[config.mk]
export PLATFORM = sky130hd
export DESIGN_NAME = jtpang_objdma
export DESIGN_NICKNAME = d
export VERILOG_FILES = /design/src/rtl/jtpang_pkg.sv /design/src/rtl/jtpang_objdma_edge.sv /design/src/rtl/jtpang_objdma.sv
export SDC_FILE = /design/constraint.sdc
export NUM_CORES = 1
export LEC_CHECK = 0
export CORE_MARGIN = 3
export CORE_UTILIZATION = 50
export DETAILED_ROUTE_END_ITERATION = 16
export PLACE_DENSITY_LB_ADDON = 0.08
export SETUP_SLACK_MARGIN = 0.4
export SYNTH_ARGS = -nofsm -noshare
export SYNTH_HDL_FRONTEND = slang
export SYNTH_SLANG_ARGS = --single-unit
[constraint.sdc]
create_clock -name clk -period 4.7 [get_ports clk]
set_clock_uncertainty 0.2 [all_clocks]
set_input_delay 1.175 -clock clk [delete_from_list [all_inputs] [get_ports clk]]
set_output_delay 1.175 -clock clk [all_outputs]
set_load 0.02 [all_outputs]
[src/rtl/jtpang_pkg.sv]
// Shared definitions for the object DMA: FSM encoding and object table geometry.
package jtpang_pkg;

  typedef enum logic [1:0] {
    ST_IDLE  = 2'd0,
    ST_REQ   = 2'd1,
    ST_COPY  = 2'd2,
    ST_FLUSH = 2'd3
  } dma_state_t;

  localparam int unsigned OBJ_TABLE_AW = 9;
  localparam logic [11:0] OBJ_SRC_BASE = 12'h000;

endpackage

[src/rtl/jtpang_objdma_edge.sv]
// cpu_cen-gated rising-edge detector on dma_go plus a one-deep pending request latch.
module jtpang_objdma_edge (
  input  logic rst,
  input  logic clk,
  input  logic cpu_cen,
  input  logic dma_go,
  input  logic busy,
  input  logic clr,
  output logic go_edge_c,
  output logic pending
);

  logic go_q;

  assign go_edge_c = dma_go & ~go_q;

  // Edges arriving while a transfer is in flight merge into a single pending request
  always_ff @(posedge clk or posedge rst) begin
    if (rst) begin
      go_q    <= 1'b0;
      pending <= 1'b0;
    end else if (cpu_cen) begin
      go_q <= dma_go;
      if (go_edge_c && busy) pending <= 1'b1;
      else if (clr)          pending <= 1'b0;
    end
  end

endmodule

[src/rtl/jtpang_objdma.sv]
// Object-RAM DMA: copies the object attribute table from CPU RAM into the video object buffer.
// Define JTPANG_OBJDMA_DBLBUF_EN for a double-buffered destination that flips bank per transfer.
module jtpang_objdma
  import jtpang_pkg::*;
#(
  parameter int unsigned AW       = OBJ_TABLE_AW,
  parameter logic [11:0] SRC_BASE = OBJ_SRC_BASE
) (
  input  logic          rst,
  input  logic          clk,
  input  logic          cpu_cen,
  input  logic          dma_go,
  output logic          busrq,
  input  logic          busak_n,
  output logic [11:0]   src_addr,
  input  logic [7:0]    src_data,
`ifdef JTPANG_OBJDMA_DBLBUF_EN
  output logic [AW:0]   dst_addr,
`else
  output logic [AW-1:0] dst_addr,
`endif
  output logic [7:0]    dst_din,
  output logic          dst_we,
  output logic          busy,
  output logic          obj_bank
);

  localparam logic [AW:0] LAST_IDX = (AW+1)'((1 << AW) - 1);
  localparam logic [AW:0] ONE      = (AW+1)'(1);

  dma_state_t    state, state_d;
  logic [AW:0]   count, count_d;
  logic          busrq_d, busy_d;
  logic          issue_c, clr_pend_c;
  logic          go_edge_c, pending;
  logic          rd_pend;
  logic [AW-1:0] rd_idx;
`ifdef JTPANG_OBJDMA_DBLBUF_EN
  logic          flip_c;
  logic          bank;
`endif

  jtpang_objdma_edge u_edge (
    .rst       (rst),
    .clk       (clk),
    .cpu_cen   (cpu_cen),
    .dma_go    (dma_go),
    .busy      (busy),
    .clr       (clr_pend_c),
    .go_edge_c (go_edge_c),
    .pending   (pending)
  );

  // FSM state and bus handshake registers
  always_ff @(posedge clk or posedge rst) begin
    if (rst) begin
      state <= ST_IDLE;
      count <= '0;
      busrq <= 1'b0;
      busy  <= 1'b0;
    end else begin
      state <= state_d;
      count <= count_d;
      busrq <= busrq_d;
      busy  <= busy_d;
    end
  end

  // Next-state logic; every transition waits for cpu_cen
  always_comb begin
    state_d    = state;
    count_d    = count;
    busrq_d    = busrq;
    busy_d     = busy;
    issue_c    = 1'b0;
    clr_pend_c = 1'b0;
`ifdef JTPANG_OBJDMA_DBLBUF_EN
    flip_c     = 1'b0;
`endif
    if (cpu_cen) begin
      case (state)
        ST_IDLE: begin
          if (go_edge_c || pending) begin
            state_d    = ST_REQ;
            busrq_d    = 1'b1;
            busy_d     = 1'b1;
            clr_pend_c = pending;
          end
        end
        ST_REQ: begin
          if (!busak_n) begin
            state_d = ST_COPY;
            count_d = '0;
          end
        end
        ST_COPY: begin
          // A released bus freezes the counter; busrq stays up
          if (!busak_n) begin
            issue_c = 1'b1;
            count_d = count + ONE;
            if (count == LAST_IDX) state_d = ST_FLUSH;
          end
        end
        ST_FLUSH: begin
          state_d = ST_IDLE;
          busrq_d = 1'b0;
          busy_d  = 1'b0;
`ifdef JTPANG_OBJDMA_DBLBUF_EN
          flip_c  = 1'b1;
`endif
        end
        default: state_d = ST_IDLE;
      endcase
    end
  end

  // Read issue on cpu_cen, write one clk later once src_data has settled
  always_ff @(posedge clk or posedge rst) begin
    if (rst) begin
      src_addr <= SRC_BASE;
      rd_pend  <= 1'b0;
      rd_idx   <= '0;
      dst_we   <= 1'b0;
      dst_addr <= '0;
      dst_din  <= 8'd0;
    end else begin
      rd_pend <= issue_c;
      dst_we  <= rd_pend;
      if (issue_c) begin
        src_addr <= SRC_BASE + 12'(count);
        rd_idx   <= count[AW-1:0];
      end
      if (rd_pend) begin
`ifdef JTPANG_OBJDMA_DBLBUF_EN
        dst_addr <= {~bank, rd_idx};
`else
        dst_addr <= rd_idx;
`endif
        dst_din  <= src_data;
      end
    end
  end

`ifdef JTPANG_OBJDMA_DBLBUF_EN
  // Only completed transfers hand the freshly written bank to the video reader
  always_ff @(posedge clk or posedge rst) begin
    if (rst)         bank <= 1'b0;
    else if (flip_c) bank <= ~bank;
  end

  assign obj_bank = bank;
`else
  assign obj_bank = 1'b0;
`endif

endmodule
==> results of run 1 <==
==> power groups by stage <==
stage	logic, uW	clock network, uW	registers (uW)
2_1_floorplan	213	0	604
3_3_place_gp	445	0	535
3_5_place_dp	457	0	543
4_1_cts	457	284	535
5_1_grt	494	304	548
6_report	452	275	535
==> metrics by stage <==
stage	total power (uW)	area, um^2	setup WS [ps]	hold slack, ps
detailed placement	999	2380	1480	283
finish	1260	2490	1770	295
CTS	1280	2490	1790	302
floorplan	817	1950	2290	152
global placement	980	2380	1560	276
global route	1350	2490	1610	321
==> kinds of logic (layout without fill, tap and decap cells) <==
group | after synthesis | after routing | share of synthesized area (%)
buffers and inverters | 13 | 55 | 3.61
AND/OR/NAND/NOR | 60 | 60 | 15.3
AO/OA/AOI/OAI | 23 | 23 | 7.29
adder cells (fa/ha/maj) | 6 | 6 | 3.87
multiplexers | 21 | 21 | 12.6
XOR/XNOR | 1 | 1 | 0.451
flip-flops | 44 | 44 | 56.7
other | 1 | 3 | 0.193
==> routing by layer <==
layer | routed length, um | GRT usage (%) | up-vias
met4 | 64 | 5.46 | 0
met5 | 0 | 0 | -
met3 | 275 | 5.58 | 9
li1 | - | - | 647
met1 | 1470 | 17.9 | 651
met2 | 1760 | 30.9 | 45
==> worst max-delay path, delay by kind of cell <==
kind,cells,cell delay (ps)
compound gates,1,190
buf+inv,2,990
simple gates,3,580
==> final timing paths <==
path	from	slack [ps]	end
hold / removal	src_addr[9]	300	src_addr[9]
min in group asynchronous	rst	1120	dst_din[3]
max in group asynchronous	rst	2820	count[5]
setup / recovery	cpu_cen	1770	count[8]
setup reg to reg	state[0]	2460	count[8]
hold reg to reg	src_addr[9]	300	src_addr[9]
==> layout make-up <==
type	count	share of cell area, %
repair buffers	43	17.2
clock buffers	6	2.92
well taps	48	2.41
clock inverters	2	1.41
multi-input cells	114	31.2
flip-flops and latches	44	44.2
inverters	4	0.603
==> cells in the final DEF, fill, tap and decap left out, types with 2 or more instances in the layout <==
master and n:
a21boi_0 2, a21oi_1 3, and3_1 2, clkbuf_8 5, clkdlybuf4s50_1 42, conb_1 3, dfrtp_1 44, ha_1 6
inv_1 3, mux2_2 19, mux2_4 2, nand2_1 36, nand3_1 5, nor2_1 4, nor2b_1 5, o21ai_0 12
==> sequential cells by signal, indices dropped and copies added, names as in the netlist <==
name and cells:
count 10, dst_addr 9, dst_din 8, rd_idx 8
src_addr 2, state 2, busy 1, dst_we 1
rd_pend 1, u_edge.go_q 1, u_edge.pending 1
==> results.yml, run 1 <==
floorplan:
  start_util_pct: 52.6
  design.core.area_um2: 3690
  rows: 22
  die_height_um: 68.3
  die_w_um: 68.3
  io_pins: 46
  die_area_um2: 4660
sta:
  timing.final.hold_violations: 0
  rsz0062_at_grt: "no"
  setup_viol: 0
  setup_tns_ps: 0
  tightest_slew_ps: 688
  fmax_ghz: 0.341
  relSlewSlack_pct: 53.7
  slew_viol_final: 0
  fin_crit_ps: 2930
  period_share_pct: 62.4
cts:
  htree_levels: 2
  cts_root_buf: "clkbuf_8"
  cts_tree: "yes"
  clk_pin_slew_worst_paths_ps: 80
  cts-resized-gates: 0
  clock_latency_ps: 290
  cts_max_path_buffers: 2
  hold_buffers: 0
  numCtsBuffers: 5
  cts_sinks: 44
  postCtsSetupBuffers: 0
worst_setup_path:
  path_cells: "clkdlybuf4s50_1, and2b_1, nand2_1, inv_1, nand3_1, o21ai_0"
  reg2reg_depth: 6
  required_ps: 4700
  critPathKind: "primary input to register"
  critPathMaxStageDelay_ps: 560
  path_max_fanout: 16
  cp.arrival_ps: 2940
  cp-start-kind: "primary input"
  critPathCaptureType: "register"
  critPathSlowestCell: "clkdlybuf4s50_1"
routing:
  wl_um: 3570
  drc: 0
  dr.first_iter.drc_count: 38
  firstDrtPassIters: 4
  wl_per_cell_um: 13.7
  final_antenna_net_count: 0
  vias: 1352
  vias_per_cell: 5.18
pwr:
  comb_power_share_pct: 35.8
  max-vdd-ir-drop_mv: 0.346
  p_per_area_nw_per_um2: 507
  net-switching-power_uw: 409
  p_int_uw: 853
  switching_share_pct: 32.4
  clockPowerShare_pct: 21.8
  pwr-share-seq_pct: 42.4
  p_leak_uw: 0.00118
placed_design:
  place_inst: 253
  gp_congestion: 0.861
  io_buffers: 42
  dpl.hpwl_um: 2680
grt:
  grt_pass1_vias: 1346
  grt_start_max_net_pins: 45
  grt_pass1_wl_um: 5770
  grtUsageTotal_pct: 16.8
  antenna_found_initial: 0
  overflow: 0
status:
  outcome: "complete, no violations"
cells_and_area:
  multi_input_area_um2: 777
  utilization_pct: 67.5
  nets: 231
  fill_cells: 281
  diodes: 0
  areaGrowthSynthToFinish_pct: 28.2
  final-instance-count-excl-fill: 261
  seq_area_um2: 1100
  drive_above_1_share_pct: 15.0
synth:
  yosysUniqueCellTypes: 32
  synth_top_area_share_pct: 56.7
  ys_warn_count: 0
  ys_ff_latch: 44
  postSynthAreaPerCell_um2: 11.5
  yosys.area.top_type: "dfrtp_1"
  synth_edf_count: 0
  synth_common_cells: "44 x dfrtp_1, 36 x nand2_1, 19 x mux2_2"
  synthTopCellsByArea: "dfrtp_1 57%, mux2_2 11%, nand2_1 7.0%"
  async_flop_share_pct: 100
  ys.flop_type: "dfrtp_1"
  netlist_area_um2: 1940
  syn_inst: 169
  post-synth-top-count-cell: "dfrtp_1"
  yosysSeqAreaShare_pct: 56.7
run:
  maxCapViolations: 0
min_path:
  min_path_type: "register to register"
  hold_depth: 2
Note: power is estimated with default switching activity, not from simulation.
==> inputs of run 2 (changes only) <==
CORE_UTILIZATION = 49   (was 50)
clock period = 3.06 ns   (was 4.7 ns; I/O delays follow)
==> results.yml, run 2 (synthesis results as in run 1) <==
worst_setup_path:
  cp-start-kind: "primary input"
  path_cells: "clkdlybuf4s50_1, and2b_1, nor4b_4, nand3_1, mux2_4"
  critPathCaptureType: "register"
  r2r_slack_ps: 930
  path_max_fanout: 6
  critPathSlowestCell: "clkdlybuf4s50_1"
  cpLargestDelayFamily: "simple AND/OR/NAND/NOR gates"
  required_ps: 3040
  cp.arrival_ps: 2300
  critPathKind: "primary input to register"
  critPathMaxStageDelay_ps: 570
  crit_buf_inv: 1
routing:
  vias_per_cell: 5.15
  dr.first_iter.drc_count: 87
  final_antenna_net_count: 0
  drc: 0
  vias: 1348
  firstDrtPassIters: 4
  wl_um: 3590
  wl_per_cell_um: 13.7
cells_and_area:
  utilization_pct: 66.3
  top_regs: "count x10, dst_addr x9"
  diodes: 0
  drive_above_1_share_pct: 15.4
  final_common_cell: "dfrtp_1"
  nets: 232
  fill_cells: 322
  layout_common_cells: "44 x dfrtp_1, 42 x clkdlybuf4s50_1, 36 x nand2_1"
  areaGrowthSynthToFinish_pct: 27.9
  largest_reg_flops: 10
  top_register: "count"
cts:
  clock_latency_ps: 290
  cts_max_path_buffers: 2
  htree_levels: 2
  cts_sinks: 44
  postCtsSetupBuffers: 0
  cts-resized-gates: 0
  numCtsBuffers: 5
  cts_tree: "yes"
  cts_root_buf: "clkbuf_8"
  clk_pin_slew_worst_paths_ps: 80
  hold_buffers: 0
floorplan:
  die_height_um: 68.9
  rows: 22
  design.core.area_um2: 3740
  die_area_um2: 4750
  io_pins: 46
  die_w_um: 68.9
  start_util_pct: 51.8
placed_design:
  gp_congestion: 0.713
  place_ws_ps: 424
  io_buffers: 42
  dpl.hpwl_um: 2660
pwr:
  p_per_area_nw_per_um2: 766
  p_leak_uw: 0.00118
  max-vdd-ir-drop_mv: 0.508
sta:
  relSlewSlack_pct: 53.3
  setup_viol: 0
  fmax_ghz: 0.431
  tightest_slew_ps: 693
  period_share_pct: 75.8
  timing.final.hold_violations: 0
  slew_viol_final: 0
  fin_crit_ps: 2320
  setup_tns_ps: 0
  worst_slack_ps: 740
  rsz0062_at_grt: "no"
grt:
  grt_start_max_net_pins: 45
  overflow: 0
  grt_pass1_wl_um: 5820
  grtUsageTotal_pct: 16.8
  grt_pass1_vias: 1331
  antenna_found_initial: 0
min_path:
  min_path_type: "register to register"
status:
  outcome: "complete, no violations"
run:
  maxCapViolations: 0
-- run 2: cell type report --
type / count / area (um^2) / share of cell area (%)
Sequential cell: 44 / 1100 / 44.4
Clock inverter: 1 / 7.51 / 0.302
Tap cell: 48 / 60.1 / 2.42
Inverter: 4 / 15.0 / 0.605
Timing Repair Buffer: 44 / 435 / 17.5
Multi-Input combinational cell: 114 / 777 / 31.3
Clock buffer: 7 / 86.3 / 3.48
-- run 2: path summary, 6_finish.rpt --
path                                   from          end  cells past startpoint
worst max register to register     state[0]     count[9]                      6
max in group asynchronous               rst       dst_we                      3
min in group asynchronous               rst     state[0]                      3
worst min register to register  src_addr[9]  src_addr[9]                      2
worst min-delay path            src_addr[9]  src_addr[9]                      2
worst max-delay path                cpu_cen     count[9]                      5
-- run 2: where the power goes --
group	switching, uW	internal (uW)	total (uW)
Clock	187	183	371
Combinational	351	357	707
Sequential	106	717	823
Total	644	1260	1900
-- run 2: through the flow --
step	instances	hold slack, ps	instance area [um^2]	power [uW]
5_1_grt	262	333	2480	2020
4_1_cts	262	296	2480	1930
2_1_floorplan	171	152	1950	1250
3_5_place_dp	254	266	2390	1550
3_3_place_gp	254	269	2390	1510
6_report	262	300	2480	1900
-- run 2: worst reg2reg max path, cell delays in order, from the launching register on --
cell and delay (ps):
dfrtp_1 420, inv_1 110, ha_1 350, nor2_2 110
nor4b_4 360, nand3_1 150, mux2_4 310
-- run 2: per-layer routing --
metal | vias up | track usage, % | wire length, um
met4 | 0 | 8.03 | 81
li1 | 654 | - | -
met5 | - | 0 | 0
met3 | 10 | 3.89 | 199
met1 | 644 | 19.5 | 1460
met2 | 40 | 28.9 | 1850
==> inputs of run 3 (changes only) <==
clock period = 2.27 ns   (was 3.06 ns; I/O delays follow)
==> results.yml, run 3 (synthesis results as in run 1) <==
placed_design:
  gp_congestion: 0.764
  dpl.hpwl_um: 2660
  io_buffers: 42
  place_inst: 259
run:
  maxCapViolations: 0
cells_and_area:
  diodes: 0
  multi_input_area_um2: 845
  largest_reg_flops: 10
  fill_cells: 292
  top_regs: "count x10, dst_addr x9"
  areaGrowthSynthToFinish_pct: 36.3
  layout_common_cells: "43 x dfrtp_1, 36 x nand2_1, 32 x dlygate4sd2_1"
  seq_area_um2: 1100
  top_register: "count"
  final_common_cell: "dfrtp_1"
  drive_above_1_share_pct: 25.9
  nets: 246
  final-instance-count-excl-fill: 276
cts:
  clock_latency_ps: 290
  cts_root_buf: "clkbuf_8"
  cts_tree: "yes"
  hold_buffers: 0
  numCtsBuffers: 5
  cts_max_path_buffers: 2
  htree_levels: 2
  cts_sinks: 44
  clk_pin_slew_worst_paths_ps: 70
pwr:
  p_leak_uw: 0.00138
  max-vdd-ir-drop_mv: 0.738
  p_per_area_nw_per_um2: 1040
worst_setup_path:
  critPathKind: "register to register"
  critPathCaptureType: "register"
  cp-start-kind: "register"
  required_ps: 2250
  cp.arrival_ps: 1860
  path_max_fanout: 4
floorplan:
  io_pins: 46
  design.core.area_um2: 3740
  rows: 22
  die_area_um2: 4750
  die_w_um: 68.9
  die_height_um: 68.9
  start_util_pct: 51.8
routing:
  wl_met3_um: 206
  dr.first_iter.drc_count: 72
  vias: 1415
  wl_met1_um: 1670
  wl_um: 3940
  firstDrtPassIters: 4
  top_layer_used: "met4"
  drc: 0
  vias_per_cell: 5.13
  final_antenna_net_count: 0
  wl_per_cell_um: 14.3
  wl_met2_um: 2020
sta:
  relSlewSlack_pct: 54.0
  rsz0062_at_grt: "yes"
  fin_crit_ps: 1880
  tightest_slew_ps: 690
  timing.final.hold_violations: 0
  hold_ws_ps: 284
  slew_viol_final: 0
  period_share_pct: 82.8
  setup_viol: 0
  fmax_ghz: 0.532
  setup_tns_ps: 0
grt:
  grtUsageTotal_pct: 18.0
  grt_pass1_wl_um: 6180
  grt_pass1_vias: 1366
  grt_start_max_net_pins: 45
  antenna_found_initial: 0
  overflow: 0
min_path:
  min_path_type: "register to register"
status:
  outcome: "complete, no violations"
run 3: path summary, 6_finish.rpt:
kind	startpoint	endpoint	slack, ps	depth (start not counted)
max	state[0]	count[9]	390	6
min	src_addr[9]	src_addr[9]	280	2
max reg2reg	state[0]	count[9]	390	6
min reg2reg	src_addr[9]	src_addr[9]	280	2
max in group asynchronous	rst	state[0]	1220	3
min in group asynchronous	rst	count[1]	440	3
run 3: metal layers:
layer  global-route usage [%]  vias to the layer above
met1                     22.5                      683
met5                        0                        -
li1                         -                      684
met2                     29.2                       42
met3                     5.51                        6
met4                     6.81                        0
run 3: critical path: stages (launching register included):
cell and delay, ps:
dfrtp_2 460, inv_4 90, ha_4 130, nor2_2 60, nor4b_4 350, nand3_1 160
mux2_4 320
run 3: cell type report:
| type | instances | share of cell area, % |
|---|---|---|
| multi-input cells | 114 | 31.9 |
| well taps | 48 | 2.27 |
| repair buffers | 58 | 19.4 |
| clock inverters | 2 | 1.32 |
| flip-flops and latches | 44 | 41.7 |
| inverters | 4 | 0.662 |
| clock buffers | 6 | 2.74 |
run 3: stage by stage:
| step | util (%) | worst slack (ps) | power (uW) | instance area, um^2 |
|---|---|---|---|---|
| floorplan | - | 400 | 1690 | 1950 |
| global placement | 65.1 | 20.7 | 2050 | 2440 |
| detailed placement | 65.1 | -30.8 | 2100 | 2440 |
| CTS | 68.5 | 383 | 2650 | 2560 |
| global route | 70.7 | 341 | 2930 | 2650 |
| finish | 70.7 | 390 | 2740 | 2650 |
run 3: power breakdown:
| group | internal (uW) | switching [uW] | total (uW) |
|---|---|---|---|
| Sequential | 968 | 148 | 1120 |
| Combinational | 508 | 547 | 1060 |
| Clock | 326 | 245 | 572 |
| Total | 1800 | 941 | 2740 |
run 3: timing repair:
action,CTS,global route
setup endpoints to repair,47,10
setup buffers,5,4
pin swaps,1,4
resized for setup,40,13
